===== config.mk =====
export PLATFORM = sky130hd
export DESIGN_NAME = fnd_share_arbiter
export DESIGN_NICKNAME = d
export VERILOG_FILES = /design/src/rtl/fnd_share_arbiter.sv
export SDC_FILE = /design/constraint.sdc
export NUM_CORES = 1
export LEC_CHECK = 0
export ABC_AREA = 1
export ABC_CLOCK_PERIOD_IN_PS = 2200
export CORE_MARGIN = 3
export CORE_UTILIZATION = 58
export DETAILED_ROUTE_END_ITERATION = 7
export DONT_BUFFER_PORTS = 1
export HOLD_SLACK_MARGIN = 0.08
export PLACE_DENSITY = 0.76
export SYNTH_ARGS = -nofsm -noshare
export SYNTH_HDL_FRONTEND = slang
export SYNTH_SLANG_ARGS = --single-unit

===== constraint.sdc =====
create_clock -name PCLK -period 2.2 [get_ports PCLK]
set_input_delay 0.66 -clock PCLK [delete_from_list [all_inputs] [get_ports PCLK]]
set_output_delay 0.66 -clock PCLK [all_outputs]
set_load 0.02 [all_outputs]

===== src/rtl/fnd_share_arbiter.sv =====
// Round-robin arbiter that lets three requesters share one FND display.
// The owner keeps the display for at least DWELL_CYCLES cycles unless it releases it first.
module fnd_share_arbiter #(
    parameter int DWELL_CYCLES = 1000
) (
    input  logic        PCLK,
    input  logic        PRESET,
    input  logic [2:0]  req,
    input  logic [41:0] req_data,
    input  logic [11:0] req_dp,
    output logic [2:0]  gnt,
    output logic        FCR,
    output logic [13:0] FDR,
    output logic [3:0]  FPR,
    output logic        busy
);

    localparam int CW = $clog2(DWELL_CYCLES + 1);
    localparam logic [CW-1:0] DWELL_MAX = CW'(DWELL_CYCLES);
    localparam logic [13:0]   FDR_MAX   = 14'd9999;

    typedef enum logic {IDLE, OWN} state_t;

    state_t        state, state_nx;
    logic [1:0]    last, last_nx;
    logic [CW-1:0] dwell, dwell_nx;
    logic [2:0]    gnt_nx;
    logic          fcr_nx;
    logic [13:0]   fdr_nx;
    logic [3:0]    fpr_nx;

    logic [13:0]   slice_data [4];
    logic [3:0]    slice_dp   [4];
    logic [2:0]    cand;
    logic [1:0]    c1, c2, c3, pick;
    logic          pick_ok;

    function automatic logic [1:0] inc3(input logic [1:0] i);
        return (i == 2'd2) ? 2'd0 : i + 2'd1;
    endfunction

    function automatic logic [13:0] clamp(input logic [13:0] d);
        return (d > FDR_MAX) ? FDR_MAX : d;
    endfunction

    always_comb begin
        for (int i = 0; i < 3; i++) begin
            slice_data[i] = req_data[14*i +: 14];
            slice_dp[i]   = req_dp[4*i +: 4];
        end
        slice_data[3] = '0;
        slice_dp[3]   = '0;
    end

    // While owning, the owner itself is excluded so the search only finds challengers.
    assign cand = (state == IDLE) ? req : (req & ~gnt);
    assign c1   = inc3(last);
    assign c2   = inc3(c1);
    assign c3   = inc3(c2);

    always_comb begin
        pick    = c1;
        pick_ok = 1'b1;
        if (cand[c1])      pick = c1;
        else if (cand[c2]) pick = c2;
        else if (cand[c3]) pick = c3;
        else               pick_ok = 1'b0;
    end

    always_comb begin
        // NOTE: every combinational output gets a default first so no latch is inferred.
        state_nx = state;
        last_nx  = last;
        dwell_nx = dwell;
        gnt_nx   = gnt;
        fcr_nx   = FCR;
        fdr_nx   = FDR;
        fpr_nx   = FPR;
        case (state)
            IDLE: begin
                if (pick_ok) begin
                    state_nx = OWN;
                    last_nx  = pick;
                    dwell_nx = '0;
                    gnt_nx   = 3'b001 << pick;
                    fcr_nx   = 1'b1;
                end else begin
                    gnt_nx = '0;
                    fcr_nx = 1'b0;
                end
            end
            OWN: begin
                if (!req[last] || (dwell == DWELL_MAX && pick_ok)) begin
                    if (pick_ok) begin
                        last_nx  = pick;
                        dwell_nx = '0;
                        gnt_nx   = 3'b001 << pick;
                        fdr_nx   = clamp(slice_data[pick]);
                        fpr_nx   = slice_dp[pick];
                    end else begin
                        state_nx = IDLE;
                        dwell_nx = '0;
                        gnt_nx   = '0;
                        fcr_nx   = 1'b0;
                    end
                end else begin
                    if (dwell != DWELL_MAX) dwell_nx = dwell + 1'b1;
                    fdr_nx = clamp(slice_data[last]);
                    fpr_nx = slice_dp[last];
                end
            end
            default: state_nx = IDLE;
        endcase
    end

    // NOTE: sequential state uses non-blocking assignments so all registers update together.
    always_ff @(posedge PCLK) begin
        if (PRESET) begin
            // NOTE: synchronous reset; last=2 makes requester 0 the first in search order.
            state <= IDLE;
            last  <= 2'd2;
            dwell <= '0;
            gnt   <= '0;
            FCR   <= 1'b0;
            FDR   <= '0;
            FPR   <= '0;
            busy  <= 1'b0;
        end else begin
            state <= state_nx;
            last  <= last_nx;
            dwell <= dwell_nx;
            gnt   <= gnt_nx;
            FCR   <= fcr_nx;
            FDR   <= fdr_nx;
            FPR   <= fpr_nx;
            busy  <= (state_nx == OWN);
        end
    end

endmodule


==> parameters.txt, run 1 <==
Parameter                              Value

Global route
  Pin count of the biggest net entering global routing ... 18
  Antenna violations before repair ... 0
  Total global routing track utilization ... 33.1%
  Remaining global-route overflow ... 0
  Wire length of the first global-routing pass ... 14,000 µm
  Via count of the first global-routing pass ... 3,217

Power and ir drop
  Sw Pwr ... 3.41 mW
  Pwr Total ... 6.49 mW
  Share of total power in the clock network ... 7.2%
  Max rail drop VDD ... 1.10 mV
  Net Sw Frac ... 52.5%
  Combinational share of power ... 74.0%
  Power per Cell Area ... 1830 mW/mm²
  Internal power ... 3.08 mW
  Leakage power ... 1.64 nW
  Part of the power in registers ... 18.8%

Run status
  Status ... complete, but fails checks
  Violations in the final reports ... negative setup slack

Clocking
  TritonCTS Buffers ... 5
  Clock buffer depth ... 2
  TritonCTS clock tree ... done
  Skew-Pair Late Insertion Delay ... 0.30 ns
  H-tree depth reported by CTS ... 2
  Number of sinks driven by the clock tree ... 35
  Clock transition time at the flip-flop clock pins of the worst setup and hold paths ... 0.08 ns
  CTS Root Buffer Type ... clkbuf_8

Setup path
  Cell chain of the critical path ... nor2_4, nand3_1, nand3_4, inv_1, nand2_1, nand2_4, buf_4, nand2_1, nand3_1, nor2_2, nand2_1, nand2_2, nand2_4, nand2_2, nand2_2, a21oi_2
  Critical path's largest stage delay ... 0.37 ns
  Kind of critical path ... flop to flop
  Worst EP required ... 2.43 ns
  Maximum net fanout on the critical path ... 7
  Highest-delay cell along the critical path ... dfxtp_4
  Buf/Inv on CP ... 2
  Sort of element at the start of the critical path ... flop
  Element type at the critical path end ... flop
  Crit path max-delay family ... simple AND/OR/NAND/NOR gates
  CP arrival ... 2.55 ns

Yosys
  Largest area contributor in the synthesized netlist ... dfxtp_1
  Number of cells produced by synthesis ... 445
  Cell area after technology mapping ... 0.00265 mm²
  Proportion of register bits with asynchronous set or reset after synthesis ... 0%
  Fraction of the yosys area taken by sequential cells ... 26.5%
  Mapped Nets ... 506
  Synthesized flop and latch total ... 35
  Number of unique standard cell types used by synthesis ... 38
  Number of warnings printed during yosys synthesis ... 0
  Most used flip-flop cell after synthesis ... dfxtp_1
  Dominant cells by area after synthesis ... dfxtp_1 26%, nand2_1 21%, inv_1 6.5%, nor2_1 6.4%, a21oi_1 6.1%
  Fraction of post-synthesis cell area in the top cell type by area ... 26.5%
  Synth Area per Inst ... 5.95 µm²
  Number of synthesized flops with an enable pin ... 0

STA
  Max-slew headroom at the worst pin ... 67.2%
  Final setup violation count ... 15
  Number of failing hold endpoints at the final stage ... 0
  Worst clock skew on the final layout ... 0.00564 ns
  Final clock period utilization by the worst path ... 105%
  Period minus WS final ... 2.32 ns
  Unrepaired setup endpoints after global routing ... yes
  Fmax ... 432 MHz
  Fin. max-slew vios ... 0
  Worst Max-Slew Pin Slew ... 0.487 ns
  Smallest setup slack after layout ... -0.116 ns

Place
  Weighted congestion at the end of routability-driven global placement ... 0.948
  Cell area reported after detailed placement ... 0.00313 mm²
  DP HPWL ... 6650 µm
  Number of I/O port buffers ... 0

Route
  Final routed DRC violation total ... 0
  Number of design-rule violations left by the first detailed-router iteration ... 387
  Via count ... 3,479
  Number of iterations in the first detailed-routing pass ... 7
  Routed length per instance ... 17.7 µm
  Remaining antenna violation count after routing ... 0
  Post-detailed-route via-to-cell ratio ... 6.23
  Detailed-route wire length ... 9890 µm

Floorplan
  Floorplan row count ... 23
  Die height ... 73.5 µm
  Die Area ... 0.00541 mm²
  Effective utilization at floorplan ... 63.0%
  Number of primary I/O pins ... 82
  Core Area ... 0.00420 mm²
  Chip width ... 73.5 µm

Cells and area
  Relative area change from synthesis to final layout ... 34.2%
  Layout cells sized above 1 ... 31.7%
  Final layout net count ... 568
  Total inserted antenna cells ... 0
  Post-route cell area ... 0.00355 mm²
  Total of fill cells in the finished design ... 278

Flow run
  Max-cap viol count ... 0

Worst hold path
  Path class of the lowest-slack min-delay path ... primary input to flop
cells by family after synthesis:
kind of cell / share of synthesized area (%)
AOI/OAI and AO/OA: 22.2
xor gates and xnor gates: 1.32
adders and majority gates: 0.945
buffers and inverters: 10.6
DFF: 26.5
and+or+nand+nor: 38.4
routing by layer:
metal	track usage, %	vias to the layer above	wire length, µm
met2	55.1	249	4840
met1	38.9	1569	3520
li1	-	1593	-
met3	7.39	68	974
met5	0	-	0
met4	18.3	0	558
sequential cells by signal, indices dropped and copies added (netlist names):
name	count
dwell	10
FCR	1
gnt	3
FDR	14
FPR	4
last	2
state	1
final timing paths:
kind,endpoint,slack (ns),from,depth (start not counted)
worst max register to register,FDR[3],-0.12,last[0],16
worst max-delay path,FDR[3],-0.12,last[0],16
worst min register to register,dwell[7],0.49,dwell[7],2
worst min-delay path,FDR[9],0.42,PRESET,1
cell usage in the layout (no fill, tap or decap), types with 3 or more instances in the layout:
cell	instances
nand2_1	127
inv_2	10
dfxtp_1	32
buf_12	3
nand4_1	6
nand2_2	23
a21oi_1	20
a31oi_1	4
nor2_2	5
buf_4	60
a22oi_1	5
o221ai_1	3
a21oi_2	12
o21ai_0	24
nor2_4	7
nor2_1	38
clkinv_2	3
inv_1	42
o21ai_1	5
clkbuf_8	5
nand3_1	12
nand3_2	10
nand2_4	5
a221oi_1	7
nor3_1	3
buf_6	6
Yosys cell counts, types with 5 or more instances:
cell and number:
nand2_1 148, inv_1 46, nor2_1 45, dfxtp_1 35, a21oi_1 32, o21ai_0 26, nand3_1 23, a221oi_1 7
clkbuf_1 6, inv_2 6, nand4_1 6, a22oi_1 5, nand2_2 5
power groups by stage:
stage               clock network (mW)  registers [mW]  logic, mW
detailed placement                   0            1.21       3.82
floorplan                            0            1.22       2.28
finish                           0.470            1.22       4.80
CTS                              0.461            1.21       3.94
global placement                     0            1.21       3.76
global route                     0.492            1.25       5.17
what timing repair did:
action                                  CTS  global route
hold buffers                              0             0
buffers inserted                          0             7
pin swaps                                 1            20
resized for setup                         8            73
endpoints found under the setup margin   13            32
gates cloned                              1             0
worst reg2reg max path, delay by kind of cell, from the launching register on:
family / cells / cell delay, ns
DFF: 1 / 0.37
buffers and inverters: 2 / 0.24
AOI/OAI and AO/OA: 1 / 0.14
and+or+nand+nor: 13 / 1.50
area by class of cell:
class                      count  area, µm²  area share (%)
inverter                      52        195            5.49
sequential                    35        709            20.0
timing repair buffer          69        578            16.3
clock buffer                   5       68.8            1.94
multi-input combinational    344       1920            54.1
tap                           50       62.6            1.76
clock inverter                 3       15.0           0.423
through the flow:
stage / hold WS (ns) / cells / setup TNS, ns / utilization, % / worst slack (ns)
finish: 0.416 / 558 / -1.06 / 84.5 / -0.116
global route: 0.420 / 558 / -4.23 / 84.5 / -0.298
CTS: 0.427 / 551 / 0 / 77.3 / 0.00227
detailed placement: 0.478 / 542 / -2.09 / 74.6 / -0.207
global placement: 0.456 / 542 / -1.58 / 74.6 / -0.142
floorplan: 0.447 / 445 / 0 / - / 0.00539
No activity file was read; power rests on OpenSTA's default activity.
==> run 2, diff against run 1 <==
Settings changed: CORE_MARGIN 3 to 5, REMOVE_ABC_BUFFERS set to 1.
==> parameters.txt, run 2 (synthesized netlist as in run 1, its figures left out) <==
Parameter                              Value

Run status
  Status ... complete, but fails checks
  Violations in the final reports ... negative setup slack

Setup path
  Capturing instance or port of the critical path ... FDR[3]
  R2r startpoint ... last[0]
  Cell chain of the critical path ... nor2_4, inv_2, nor2_2, inv_2, nand3_2, nand2_4, buf_4, nand3_1, nand2_1, nand2_1, nand2_1, inv_2, nand2_1, nor2_1, nand2_1, nand2_2, nand2_4, nand2_2, nand2_2, a21oi_2
  Endpoint of the worst-slack reg-to-reg timing path ... FDR[3]
  CP arrival ... 2.53 ns (-0.02 ns)
  Worst-case register-to-register setup slack ... -0.11 ns (about the same)
  Highest-delay cell along the critical path ... dfxtp_4
  Buf/Inv on CP ... 4 (+2)
  Maximum net fanout on the critical path ... 7 (unchanged)
  Worst setup path startpoint ... last[0]
  Kind of critical path ... flop to flop
  Element type at the critical path end ... flop
  Worst EP required ... 2.42 ns (about the same)
  Cell depth of the worst setup path ... 20 (+4)
  Critical path's largest stage delay ... 0.37 ns (about the same)
  Most common cell type on the critical path ... nand2_1
  Crit path max-delay family ... simple AND/OR/NAND/NOR gates
  Depth of the worst register-to-register path ... 20 (+4)
  Sort of element at the start of the critical path ... flop

Clocking
  Skew-Pair Late Insertion Delay ... 0.28 ns (-0.02 ns)
  Hold_buf cts ... 0 (unchanged)
  H-tree depth reported by CTS ... 2 (unchanged)
  Number of sinks driven by the clock tree ... 35 (unchanged)
  Clock buffer depth ... 2 (unchanged)
  Clock transition time at the flip-flop clock pins of the worst setup and hold paths ... 0.07 ns (about the same)
  CTS Root Buffer Type ... clkbuf_8
  TritonCTS clock tree ... done
  TritonCTS Buffers ... 5 (unchanged)

Global route
  Via count of the first global-routing pass ... 3,360 (+4.4%)
  Total global routing track utilization ... 28.8% (-4.3 points)
  Antenna violations before repair ... 0 (unchanged)
  Pin count of the biggest net entering global routing ... 16 (-2)
  Remaining global-route overflow ... 0 (unchanged)
  Wire length of the first global-routing pass ... 14,400 µm (+3.1%)

Route
  Routed length per instance ... 16.9 µm (-4.8%)
  Remaining antenna violation count after routing ... 0 (unchanged)
  Number of iterations in the first detailed-routing pass ... 5 (-2)
  Number of design-rule violations left by the first detailed-router iteration ... 274 (-29%)
  Detailed-route wire length ... 9450 µm (-4.5%)
  Post-detailed-route via-to-cell ratio ... 6.04 (-3.2%)
  Final routed DRC violation total ... 0 (unchanged)
  Via count ... 3,381 (-2.8%)

STA
  Period minus WS final ... 2.31 ns (-0.00412 ns)
  Fmax ... 432 MHz (+0.18%)
  Number of failing hold endpoints at the final stage ... 0 (unchanged)
  Unrepaired setup endpoints after global routing ... yes
  Fin. max-slew vios ... 0 (unchanged)
  Max-slew headroom at the worst pin ... 72.9% (+5.7 points)
  Worst Max-Slew Pin Slew ... 0.406 ns (-0.0816 ns)
  Worst clock skew on the final layout ... 0.00407 ns (-0.00157 ns)
  Smallest setup slack after layout ... -0.112 ns (+0.00412 ns)
  Final clock period utilization by the worst path ... 105% (-0.19 points)
  Final setup violation count ... 13 (-2)

Cells and area
  Total of fill cells in the finished design ... 326 (+17%)
  Regs by FF count ... FDR x14, dwell x10, FPR x4
  Relative area change from synthesis to final layout ... 33.5%
  Largest Register ... FDR
  Finished Core Util ... 80.6% (-4.0 points)
  Commonest cells after routing, fill and taps aside ... 125 x nand2_1, 63 x buf_4, 40 x nor2_1, 39 x inv_1, 32 x dfxtp_1
  Non-filler cells, final ... 560 (+0.36%)
  Layout cells sized above 1 ... 30.9% (-0.79 points)
  Final layout net count ... 568 (unchanged)
  Commonest non-fill, non-tap cell in the layout ... nand2_1
  Total inserted antenna cells ... 0 (unchanged)
  Max reg flops ... 14 (unchanged)

Power and ir drop
  Max rail drop VDD ... 1.05 mV (-4.0%)
  Power per Cell Area ... 1770 mW/mm² (-3.0%)
  Pwr Total ... 6.26 mW (-3.5%)
  Leakage power ... 1.65 nW (+0.23%)

Place
  Number of I/O port buffers ... 0 (unchanged)
  DP HPWL ... 6710 µm (+0.93%)
  Post-Place Setup Slack ... -0.279 ns (-0.0719 ns)
  Placed Cells ... 548 (+1.1%)
  Weighted congestion at the end of routability-driven global placement ... 0.976 (+2.9%)

Floorplan
  Effective utilization at floorplan ... 60.4% (-2.6 points)
  Core Area ... 0.00438 mm² (+4.3%)
  Chip width ... 77.5 µm (+5.4%)
  Die Area ... 0.00601 mm² (+11%)
  Floorplan row count ... 24 (+4.3%)
  Number of primary I/O pins ... 82 (unchanged)
  Die height ... 77.5 µm (+5.4%)

Flow run
  Max-cap viol count ... 0 (unchanged)

Worst hold path
  Path class of the lowest-slack min-delay path ... primary input to flop
-- run 2: routing by layer --
layer	wire (µm)	share of wire (%)	global-route usage, %
met1	3470	37	32.9
met2	4550	48	49.4
met3	1020	11	8.22
met4	401	4.2	13.1
met5	0	0	0
-- run 2: metrics by stage --
step	hold WS (ns)	cell area [µm²]	setup TNS (ns)
3_5_place_dp	0.464	3150	-5.02
4_1_cts	0.436	3280	-0.00578
6_report	0.434	3530	-0.980
2_1_floorplan	0.447	2560	-8.07
5_1_grt	0.417	3530	-2.50
3_3_place_gp	0.452	3150	-2.07
-- run 2: final cells by class --
class                      count  area [µm²]  share of cell area, %
clock inverter                 1        5.00                  0.142
inverter                      52         198                   5.60
tap                           52        65.1                   1.84
timing repair buffer          68         547                   15.5
clock buffer                   7        76.3                   2.16
sequential                    35         712                   20.2
multi-input combinational    345        1930                   54.6
-- run 2: power breakdown --
part / leakage (nW) / internal [mW] / switching (mW)
logic: 1.32 / 1.87 / 2.71
registers: 0.289 / 0.863 / 0.370
clock network: 0.0422 / 0.222 / 0.226
-- run 2: how the worst min path moves through the flow --
stage	start	end	slack, ns	depth (start not counted)
final	PRESET	FDR[8]	0.43	1
after global routing	PRESET	FDR[3]	0.42	1
after CTS	PRESET	FDR[0]	0.44	1
after detailed placement	dwell[7]	dwell[7]	0.46	2
after global placement	dwell[7]	dwell[7]	0.45	2
after floorplan	dwell[7]	dwell[7]	0.45	2
-- run 2: what timing repair did --
item,4_1_cts,5_1_grt
cloned,2,0
setup buffers,1,1
setup endpoints to repair,25,32
pin swaps,0,20
gates resized for setup,12,76
